[config.mk]
export PLATFORM = sky130hd
export DESIGN_NAME = jtframe_mcu_romsrv
export DESIGN_NICKNAME = d
export VERILOG_FILES = /design/src/rtl/jtframe_mcu_romsrv.sv
export SDC_FILE = /design/constraint.sdc
export NUM_CORES = 1
export LEC_CHECK = 0
export CORE_UTILIZATION = 25
export DETAILED_ROUTE_END_ITERATION = 8
export SYNTH_ARGS = -nofsm -noshare
export SYNTH_HDL_FRONTEND = slang
export SYNTH_SLANG_ARGS = --single-unit
[constraint.sdc]
create_clock -name clk -period 6.22 [get_ports clk]
set_input_delay 0.622 -clock clk [delete_from_list [all_inputs] [get_ports clk]]
set_output_delay 0.622 -clock clk [all_outputs]
set_load 0.05 [all_outputs]
[src/rtl/jtframe_mcu_romsrv.sv]
// jtframe_mcu_romsrv
// Serves MCU ROM byte fetches from a 2-entry cache of 16-bit SDRAM words and
// refills misses through the framework req/ack/dst handshake. rom_ok is
// combinational from registered state so a hit adds no latency; the MCU
// wrapper stalls the CPU while rom_ok is low.
// Ports:
//   clk, rst          system clock, asynchronous active-high reset
//   rom_cs, rom_addr  MCU fetch request (byte address)
//   rom_data, rom_ok  returned byte and its valid flag
//   flush             invalidate the cache (ROM download/reload)
//   sdr_req, sdr_addr SDRAM word request towards the bank arbiter
//   sdr_ack           request accepted by the arbiter
//   sdr_dst, sdr_din  data strobe and read data
module jtframe_mcu_romsrv #(
   parameter int unsigned    AW     = 12,
   parameter int unsigned    SAW    = 22,
   parameter logic [SAW-1:0] OFFSET = '0
)(
   input  logic           clk,
   input  logic           rst,
   input  logic           rom_cs,
   input  logic [AW-1:0]  rom_addr,
   output logic [7:0]     rom_data,
   output logic           rom_ok,
   input  logic           flush,
   output logic           sdr_req,
   output logic [SAW-1:0] sdr_addr,
   input  logic           sdr_ack,
   input  logic           sdr_dst,
   input  logic [15:0]    sdr_din
);

   localparam int unsigned TW = AW - 1;

   localparam logic [1:0] ST_IDLE = 2'd0;
   localparam logic [1:0] ST_REQ  = 2'd1;
   localparam logic [1:0] ST_WAIT = 2'd2;

   logic [1:0]          state_q, state_d;
   logic [1:0]          valid_q, valid_d;
   logic [1:0][TW-1:0]  tag_q,   tag_d;
   logic [1:0][15:0]    data_q,  data_d;
   logic                lru_q,   lru_d;
   logic                victim_q, victim_d;
   logic                stale_q, stale_d;
   logic                req_q,   req_d;
   logic [SAW-1:0]      addr_q,  addr_d;
   logic [TW-1:0]       ftag_q,  ftag_d;
   logic [7:0]          last_q,  last_d;

   logic [TW-1:0] cur_tag;
   logic [1:0]    hit;
   logic          hit_idx;
   logic [15:0]   hit_word;
   logic [7:0]    hit_byte;
   logic          fill;
   logic          fill_tgt;

   // Hit detection and byte select, straight from registered cache state
   assign cur_tag  = rom_addr[AW-1:1];
   assign hit[0]   = valid_q[0] && (tag_q[0] == cur_tag);
   assign hit[1]   = valid_q[1] && (tag_q[1] == cur_tag);
   // Tags are kept unique, so at most one entry hits
   assign hit_idx  = hit[1];
   assign hit_word = data_q[hit_idx];
   assign hit_byte = rom_addr[0] ? hit_word[15:8] : hit_word[7:0];

   assign rom_ok   = rom_cs && (hit != 2'b00);
   assign rom_data = rom_ok ? hit_byte : last_q;
   assign sdr_req  = req_q;
   assign sdr_addr = addr_q;

   // A fill whose word already sits in the other entry reuses that entry
   assign fill_tgt = (valid_q[~victim_q] && (tag_q[~victim_q] == ftag_q)) ?
                     ~victim_q : victim_q;

   // Next-state logic: hit bookkeeping, fetch FSM, fill and flush
   always_comb begin
      state_d  = state_q;
      valid_d  = valid_q;
      tag_d    = tag_q;
      data_d   = data_q;
      lru_d    = lru_q;
      victim_d = victim_q;
      stale_d  = stale_q;
      req_d    = req_q;
      addr_d   = addr_q;
      ftag_d   = ftag_q;
      last_d   = last_q;
      fill     = 1'b0;

      if (rom_ok) begin
         lru_d  = ~hit_idx;
         last_d = hit_byte;
      end

      case (state_q)
         ST_IDLE: begin
            if (rom_cs && (hit == 2'b00) && !flush) begin
               ftag_d   = cur_tag;
               victim_d = lru_q;
               addr_d   = OFFSET + SAW'(cur_tag);
               req_d    = 1'b1;
               state_d  = ST_REQ;
            end
         end
         ST_REQ: begin
            if (sdr_ack) begin
               req_d = 1'b0;
               if (sdr_dst) begin
                  fill    = 1'b1;
                  state_d = ST_IDLE;
               end else begin
                  state_d = ST_WAIT;
               end
            end
         end
         ST_WAIT: begin
            if (sdr_dst) begin
               fill    = 1'b1;
               state_d = ST_IDLE;
            end
         end
         default: state_d = ST_IDLE;
      endcase

      // Data from a fetch overlapped by a flush is dropped
      if (fill && !stale_q && !flush) begin
         data_d[fill_tgt]  = sdr_din;
         tag_d[fill_tgt]   = ftag_q;
         valid_d[fill_tgt] = 1'b1;
         lru_d             = ~fill_tgt;
      end

      if (flush) valid_d = 2'b00;

      if (state_d == ST_IDLE)
         stale_d = 1'b0;
      else if (flush)
         stale_d = 1'b1;
   end

   // State registers
   always_ff @(posedge clk or posedge rst) begin
      if (rst) begin
         state_q  <= ST_IDLE;
         valid_q  <= 2'b00;
         tag_q    <= '0;
         data_q   <= '0;
         lru_q    <= 1'b0;
         victim_q <= 1'b0;
         stale_q  <= 1'b0;
         req_q    <= 1'b0;
         addr_q   <= '0;
         ftag_q   <= '0;
         last_q   <= 8'h00;
      end else begin
         state_q  <= state_d;
         valid_q  <= valid_d;
         tag_q    <= tag_d;
         data_q   <= data_d;
         lru_q    <= lru_d;
         victim_q <= victim_d;
         stale_q  <= stale_d;
         req_q    <= req_d;
         addr_q   <= addr_d;
         ftag_q   <= ftag_d;
         last_q   <= last_d;
      end
   end

endmodule
==> summary.txt, run 1 <==
CTS
  • Cts repair resizes: 0
  • Clock slew at reported path FFs: 60 ps
  • Root Buffer: clkbuf_16
  • Number of buffers created by CTS: 9
  • Clk Latency, worst-skew pair: 330 ps
  • Post-CTS Hold Fix Bufs: 0
  • H-tree Lvls: 3
  • CTS tree: yes
  • Post-CTS setup buffers: 0
  • Longest Clk Path Bufs: 2
  • TritonCTS Sinks: 81

Critical path
  • Worst R2R Path Depth: 7
  • Critical path data required time: 5600 ps
  • CP max stage delay: 700 ps
  • Crit end category: output pin
  • Critical path fanouts, max: 11
  • CP cell instances: clkdlybuf4s50_1 > xnor2_1 > nand4_1 > nor3_2 > buf_4 > mux4_2 > nand2_1 > nand2_1 > clkdlybuf4s50_1
  • Critical path's slowest cell: clkdlybuf4s50_1
  • Crit path DAT: 3400 ps
  • Worst Setup Path Type: input pin to output pin
  • Crit start category: input pin

Power
  • Clock power frac: 22.1%
  • Largest vdd supply drop: 0.150 mV
  • Psw: 0.792 mW
  • Switching part of the total: 35.5%
  • Pleak: 2.21 nW
  • Pint: 1.44 mW
  • Logic pwr share: 37.5%
  • Seq pwr share: 40.5%
  • Pwr Density: 440 nW/um^2

Layout
  • Layout cells sized above 1: 25.7%
  • Multi-input logic area: 1910 um^2
  • Fin nets: 403
  • Synthesis-to-finish area growth: 22.9%
  • Fillers: 1626
  • Finished Layout Cells: 586
  • Antenna cells: 0
  • FF/Latch Area: 2030 um^2

Synthesis
  • Synth area leader: dfrtp_1
  • Commonest cells in the netlist: dfrtp_1 (81), mux2_2 (55), xnor2_1 (33), nand2_1 (29)
  • Count leader, synth: dfrtp_1
  • Post-synthesis cell count: 310
  • Seq/Total Area, Yosys: 49.1%
  • Synth top area share: 49.1%
  • FFs w/ async S/R, synth: 100%
  • EDFF count, synth: 0
  • Syn avg cell area: 13.3 um^2
  • Post-synth cell types: 38
  • Syn Std Cell Area: 4130 um^2
  • Top cells by area, synth: dfrtp_1 (49%), mux2_2 (15%), xnor2_1 (7.0%)
  • Synth warn: 0
  • #FFs+latches synth: 81
  • Prevailing post-synth register cell: dfrtp_1

Routing
  • Iter 0 DRT Violations: 132
  • Drt via density: 4.38
  • Drt wl/cell: 15.4 um
  • DR vias: 2567
  • ANT nets after route: 0
  • DRT Pass-1 Iters: 4
  • DR DRC count: 0
  • Post-Route WL: 9000 um

Placed design
  • Placer Congestion: 0.731
  • PortBufs: 54
  • Dpl hpwl: 6350 um
  • Cells after DPL: 570

Floorplanning
  • Die area: 17000 um^2
  • Die Width: 130 um
  • Initial core utilization: 25.8%
  • Die H: 130 um
  • Total core area: 16000 um^2
  • FP Rows: 46
  • I/O Pins: 66

STA
  • RSZ-0062 raised after global routing: no
  • Final-report hold violation count: 0
  • F_max: 249 MHz
  • Max-slew headroom: 29.8%
  • Final hold slack: 461 ps
  • Final setup viols: 0
  • Period utilization: 64.6%
  • Tmin final: 4020 ps
  • Slew @ Worst Pin: 1050 ps
  • Setup TNS: 0 ps
  • Clock skew after layout: 5.85 ps
  • Max-slew violations: 0

Global routing
  • All-Layer GR Usage: 11.6%
  • Global-route wire length before repair: 14700 um
  • Largest net degree at the start of global routing: 82
  • Initial antenna violation count: 0
  • Vias in the first global route: 2719
  • Congestion Overflow GR: 0

Worst hold path
  • Min-Delay Path Depth: 2
  • Min-Delay Path Class: flop to flop

Status
  • Outcome: complete, no violations

Flow run
  • Maxcap violations: 0
-- flip-flops by register name, indices dropped and copies added (netlist names), 2 cells and up --
| register | count |
|---|---|
| ftag_q | 11 |
| valid_q | 2 |
| last_q | 8 |
| tag_q | 22 |
| data_q | 32 |
| state_q | 2 |
-- per-layer routing --
metal / part of all wire [%] / global-route usage, % / wire [um]
met3: 7.3 / 3.75 / 658
met4: 1.4 / 4.67 / 128
met1: 44 / 14.5 / 3960
met5: 0 / 0 / 0
met2: 47 / 18.5 / 4260
-- power groups by stage --
stage | logic [mW] | registers [mW] | clock network [mW]
after global routing | 0.902 | 0.938 | 0.526
final | 0.837 | 0.904 | 0.493
after floorplan | 0.549 | 0.987 | 0
after detailed placement | 0.840 | 0.913 | 0
after CTS | 0.844 | 0.906 | 0.509
after global placement | 0.825 | 0.902 | 0
-- final cells by class --
cell class / instances / area share (%)
Sequential cell: 81 / 40.0
Multi-Input combinational cell: 209 / 37.6
Timing Repair Buffer: 57 / 11.1
Tap cell: 216 / 5.33
Clock buffer: 14 / 5.20
Inverter: 7 / 0.543
Clock inverter: 2 / 0.247
-- worst paths after layout --
check                      slack, ps          end        start
min                              460    last_q[0]    last_q[0]
max reg2reg                     2860   data_q[21]     victim_q
min in group asynchronous        960    last_q[1]          rst
min reg2reg                      460    last_q[0]    last_q[0]
max in group asynchronous       4600    ftag_q[5]          rst
max                             2200  rom_data[6]  rom_addr[2]
-- layout by cell type (no fill, tap or decap), drive strengths merged, types with 5 or more instances in the layout --
master / count
clkbuf: 14
mux2i: 13
mux4: 8
nand2: 29
nand4: 13
xnor2: 33
inv: 6
mux2: 66
dfrtp: 81
clkdlybuf4s50: 54
conb: 11
nor3: 5
-- worst max-delay path: cells and delay by family --
kind | cells | cell delay, ps
buf+inv | 3 | 1450
simple gates | 4 | 480
mux | 1 | 520
xor+xnor | 1 | 320
-- metrics by stage --
step	area, um^2	utilization, %	worst slack [ps]	power, mW
final	5070	31.7	2200	2.23
after global routing	5070	31.7	1940	2.37
after CTS	5070	31.7	2170	2.26
after detailed placement	4800	30.0	2190	1.75
after global placement	4800	30.0	2190	1.73
after floorplan	4160	-	3130	1.54
-- kinds of logic (layout without fill, tap and decap cells) --
kind of cell / Yosys count / in the layout / share of synthesized area (%)
flip-flops: 81 / 81 / 49.1
XOR/XNOR: 33 / 33 / 7.00
AO/OA/AOI/OAI: 16 / 16 / 2.61
other: 1 / 11 / 0.0909
AND/OR/NAND/NOR: 58 / 58 / 7.76
buffers and inverters: 30 / 80 / 5.67
adder cells (fa/ha/maj): 4 / 4 / 1.21
multiplexers: 87 / 87 / 26.5
Power figures use the tool's default switching activity.
==> run 2: changes to the inputs <==
==> constraint.sdc (replaced) <==
create_clock -name clk -period 4.1 [get_ports clk]
set_input_delay 0.41 -clock clk [delete_from_list [all_inputs] [get_ports clk]]
set_output_delay 0.41 -clock clk [all_outputs]
set_load 0.05 [all_outputs]
==> summary.txt, run 2 (synthesized netlist as in run 1, its figures left out) <==
Critical path
  • Critical path data required time: 3690 ps
  • Critical path's slowest cell: clkdlybuf4s50_1
  • Worst Setup Path Type: input pin to output pin
  • WP buf/inv: 3
  • CP max stage delay: 700 ps
  • Critical R2R Launch: victim_q
  • Cell family contributing the most delay on the critical path: buffers and inverters
  • Critical path fanouts, max: 11
  • Worst R2R Path Depth: 7
  • Crit path DAT: 3210 ps
  • Crit start category: input pin
  • Crit end category: output pin
  • CP cell instances: clkdlybuf4s50_1 > xnor2_1 > nand4_1 > nor3_2 > buf_4 > mux4_2 > nand2_1 > nand2_1 > clkdlybuf4s50_1
  • R2R setup slack: 890 ps
  • Worst reg2reg endpoint: tag_q[17]

CTS
  • Clock slew at reported path FFs: 60 ps
  • H-tree Lvls: 3
  • CTS tree: yes
  • Root Buffer: clkbuf_16
  • TritonCTS Sinks: 81
  • Clk Latency, worst-skew pair: 340 ps
  • Longest Clk Path Bufs: 2
  • Post-CTS setup buffers: 0
  • Cts repair resizes: 0
  • Number of buffers created by CTS: 9
  • Post-CTS Hold Fix Bufs: 0

Layout
  • Most frequent cells in the layout: dfrtp_1 (81), mux2_2 (55), clkdlybuf4s50_1 (54), xnor2_1 (33), nand2_1 (29)
  • Layout cells sized above 1: 26.7%
  • Biggest register: data_q
  • Commonest non-fill, non-tap cell in the layout: dfrtp_1
  • Synthesis-to-finish area growth: 24.1%
  • Multi-input logic area: 1910 um^2
  • Largest registers: data_q x32, tag_q x22, ftag_q x11
  • FF/Latch Area: 2030 um^2
  • Finished Layout Cells: 587
  • Fin nets: 404
  • Largest register FFs: 32
  • Fillers: 1608
  • Antenna cells: 0

Floorplanning
  • FP Rows: 46
  • Die Width: 130 um
  • Total core area: 16000 um^2
  • Die H: 130 um
  • I/O Pins: 66
  • Initial core utilization: 25.8%
  • Die area: 17000 um^2

STA
  • Setup TNS: 0 ps
  • Max-slew headroom: 31.3%
  • RSZ-0062 raised after global routing: no
  • Max-slew violations: 0
  • Final-report hold violation count: 0
  • Tmin final: 3620 ps
  • Period utilization: 88.2%
  • Final setup viols: 0
  • Slew @ Worst Pin: 1030 ps
  • F_max: 277 MHz
  • Clock skew after layout: 5.43 ps

Status
  • Outcome: complete, no violations

Placed design
  • Placer Congestion: 0.750
  • PortBufs: 54
  • Dpl hpwl: 6550 um
  • Cells after DPL: 571

Routing
  • Drt wl/cell: 15.7 um
  • DR vias: 2556
  • DR DRC count: 0
  • Drt via density: 4.35
  • DRT Pass-1 Iters: 4
  • Post-Route WL: 9200 um
  • Iter 0 DRT Violations: 122
  • ANT nets after route: 0

Global routing
  • Initial antenna violation count: 0
  • Congestion Overflow GR: 0
  • Largest net degree at the start of global routing: 60
  • Global-route wire length before repair: 14600 um
  • All-Layer GR Usage: 11.7%
  • Vias in the first global route: 2704

Worst hold path
  • Min-Delay Path Class: flop to flop
  • Min-Delay Path Depth: 2
  • Start point of the worst min-delay path: last_q[3]
  • Hold EP: last_q[3]

Power
  • Pleak: 2.23 nW
  • Largest vdd supply drop: 0.220 mV
  • Pwr Density: 677 nW/um^2
  • Total power: 3.47 mW

Flow run
  • Maxcap violations: 0
-- run 2: cell types whose count changed in the layout (fill, tap and decap cells not counted), sizes merged --
cell      before  now
bufinv         0    1
clkinvlp       1    2
clkinv         2    4
clkbuf        14   10
buf            3    4
-- run 2: stage by stage --
| step | setup WS, ps | area, um^2 | util (%) | hold slack [ps] |
|---|---|---|---|---|
| floorplan | 1440 | 4160 | - | 474 |
| global placement | 467 | 4820 | 30.1 | 451 |
| detailed placement | 476 | 4820 | 30.1 | 460 |
| CTS | 473 | 5120 | 32.0 | 474 |
| global route | 266 | 5120 | 32.0 | 498 |
| finish | 484 | 5120 | 32.0 | 465 |
-- run 2: worst max path at each step --
| stage | startpoint | depth (start not counted) | to | slack [ps] |
|---|---|---|---|---|
| floorplan | rom_addr[11] | 7 | rom_data[3] | 1440 |
| global placement | rom_addr[11] | 9 | rom_data[4] | 470 |
| detailed placement | rom_addr[11] | 9 | rom_data[6] | 480 |
| CTS | rom_addr[11] | 9 | rom_data[6] | 470 |
| global route | rom_addr[2] | 8 | rom_data[4] | 270 |
| finish | rom_addr[11] | 9 | rom_data[4] | 480 |
-- run 2: layer usage --
metal	global-route usage [%]	share of wire, %	wire [um]
met4	5.27	1.9	178
met3	4.03	5.7	529
met2	18.8	48	4420
met5	0	0	0
met1	14.2	44	4080
-- run 2: worst register-to-register path, stage by stage (launching register included) --
cell      delay, ps
dfrtp_1         820
mux2i_1         290
xnor2_1         110
nor4_2          420
a41oi_1         220
o2bb2a_1        620
buf_12          250
mux2_2          360
-- run 2: cell type report --
cell class              count  share of cell area [%]
clock inverters             6                    1.32
repair buffers             58                    11.4
flip-flops and latches     81                    39.6
multi-input cells         209                    37.2
inverters                   7                   0.537
well taps                 216                    5.28
clock buffers              10                    4.67
-- run 2: power by group --
| part | switching (mW) | total, mW | internal, mW |
|---|---|---|---|
| sequential | 0.273 | 1.37 | 1.10 |
| clock | 0.333 | 0.822 | 0.489 |
| combinational | 0.626 | 1.27 | 0.649 |
==> run 3: changes to the inputs <==
--- a/config.mk
+++ b/config.mk
@@ -5,8 +5,11 @@
 export SDC_FILE = /design/constraint.sdc
 export NUM_CORES = 1
 export LEC_CHECK = 0
-export CORE_UTILIZATION = 25
+export CORE_UTILIZATION = 62
 export DETAILED_ROUTE_END_ITERATION = 8
+export DONT_BUFFER_PORTS = 1
+export PLACE_DENSITY = 0.78
+export REMOVE_ABC_BUFFERS = 1
 export SYNTH_ARGS = -nofsm -noshare
 export SYNTH_HDL_FRONTEND = slang
 export SYNTH_SLANG_ARGS = --single-unit
==> summary.txt, run 3 (synthesized netlist as in run 1, its figures left out) <==
Critical path
  • Critical path data required time: 3690 ps
  • Critical R2R Launch: victim_q
  • Worst Setup Path Type: flop to output pin
  • Worst reg2reg endpoint: tag_q[12]
  • R2R setup slack: 1020 ps
  • Worst R2R Path Depth: 7
  • Crit end category: output pin
  • Crit path DAT: 2900 ps
  • Crit start category: flop
  • Critical path fanouts, max: 7

Layout
  • Layout cells sized above 1: 31.0%
  • Largest register FFs: 32
  • Antenna cells: 0
  • Most frequent cells in the layout: dfrtp_1 (81), mux2_2 (55), xnor2_1 (33), nand2_1 (29)
  • Commonest non-fill, non-tap cell in the layout: dfrtp_1
  • Util after Layout: 67.6%
  • Fin nets: 349
  • Synthesis-to-finish area growth: 4.64%
  • Biggest register: data_q
  • Largest registers: data_q x32, tag_q x22, ftag_q x11

Global routing
  • All-Layer GR Usage: 23.4%
  • Initial antenna violation count: 0
  • Congestion Overflow GR: 0
  • Global-route wire length before repair: 12600 um
  • Largest net degree at the start of global routing: 54
  • Vias in the first global route: 2485

CTS
  • H-tree Lvls: 3
  • CTS tree: yes
  • Cts repair resizes: 0
  • Longest Clk Path Bufs: 2
  • TritonCTS Sinks: 81
  • Clk Latency, worst-skew pair: 350 ps
  • Number of buffers created by CTS: 9
  • Root Buffer: clkbuf_8
  • Post-CTS Hold Fix Bufs: 0
  • Post-CTS setup buffers: 0
  • Clock slew at reported path FFs: 90 ps

Routing
  • DR DRC count: 0
  • Drt via density: 5.95
  • Post-Route WL: 7410 um
  • DR vias: 2338
  • Drt wl/cell: 18.9 um
  • ANT nets after route: 0
  • DRT Pass-1 Iters: 4
  • Iter 0 DRT Violations: 218

STA
  • Final-report hold violation count: 0
  • Clock skew after layout: 12.4 ps
  • Period utilization: 80.7%
  • Max-slew headroom: 39.2%
  • Slew @ Worst Pin: 911 ps
  • RSZ-0062 raised after global routing: no
  • F_max: 302 MHz
  • Final hold slack: 107 ps
  • Final WS setup: 792 ps
  • Tmin final: 3310 ps
  • Final setup viols: 0
  • Max-slew violations: 0
  • Setup TNS: 0 ps

Floorplanning
  • Die Width: 83.6 um
  • Die H: 83.6 um
  • Die area: 6990 um^2
  • Initial core utilization: 64.6%
  • I/O Pins: 66
  • Total core area: 6390 um^2
  • FP Rows: 29

Placed design
  • Place WS: 1060 ps
  • PortBufs: 0
  • Placer Congestion: 0.857
  • Dpl hpwl: 5050 um

Flow run
  • Maxcap violations: 0

Power
  • Total power: 3.14 mW
  • Pleak: 1.98 nW
  • Largest vdd supply drop: 0.518 mV
  • Pwr Density: 728 nW/um^2

Worst hold path
  • Min-Delay Path Class: input pin to asynchronous set/reset pin

Status
  • Outcome: complete, no violations
-- run 3: changes by cell type in the layout (fill, tap and decap cells not counted), sizes merged --
cell and change:
inv +2, bufinv +1, clkinv -3, clkdlybuf4s50 -54, buf -1, clkinvlp -1, clkbuf +1
-- run 3: layer usage --
metal	GRT usage [%]	vias up	share of wire, %
li1	-	1081	-
met1	34.9	1178	47
met2	32.9	68	45
met3	6.53	11	6.0
met4	8.47	0	1.5
met5	0	-	0
-- run 3: worst max-delay path: stages (launching register included) --
cell and delay [ps]:
dfrtp_1 410, xnor2_1 240, nand4_1 160, nor3_2 560
buf_4 270, mux4_2 500, nand2_1 90, nand2_1 330
-- run 3: worst max-delay path by stage --
stage	startpoint	end	slack, ps
after floorplan	rom_addr[11]	rom_data[3]	1040
after global placement	victim_q	data_q[18]	1120
after detailed placement	victim_q	tag_q[11]	1060
after CTS	tag_q[16]	rom_data[3]	720
after global routing	tag_q[13]	rom_data[3]	600
final	tag_q[16]	rom_data[3]	790
-- run 3: where the power goes --
part	switching (mW)	internal, mW	total [mW]
clock network	0.296	0.381	0.677
registers	0.498	1.09	1.59
logic	0.357	0.523	0.879
-- run 3: per-stage QoR --
step	area, um^2	cells
after CTS	4320	393
after global placement	4080	377
after floorplan	3960	297
after global routing	4320	393
final	4320	393
after detailed placement	4080	377
-- run 3: layout make-up --
cell class | count | area (um^2)
fill | 459 | 2070
clock buffer | 11 | 151
sequential | 81 | 2030
tap | 77 | 96.3
timing repair buffer | 3 | 22.5
inverter | 7 | 27.5
clock inverter | 5 | 85.1
multi-input combinational | 209 | 1910
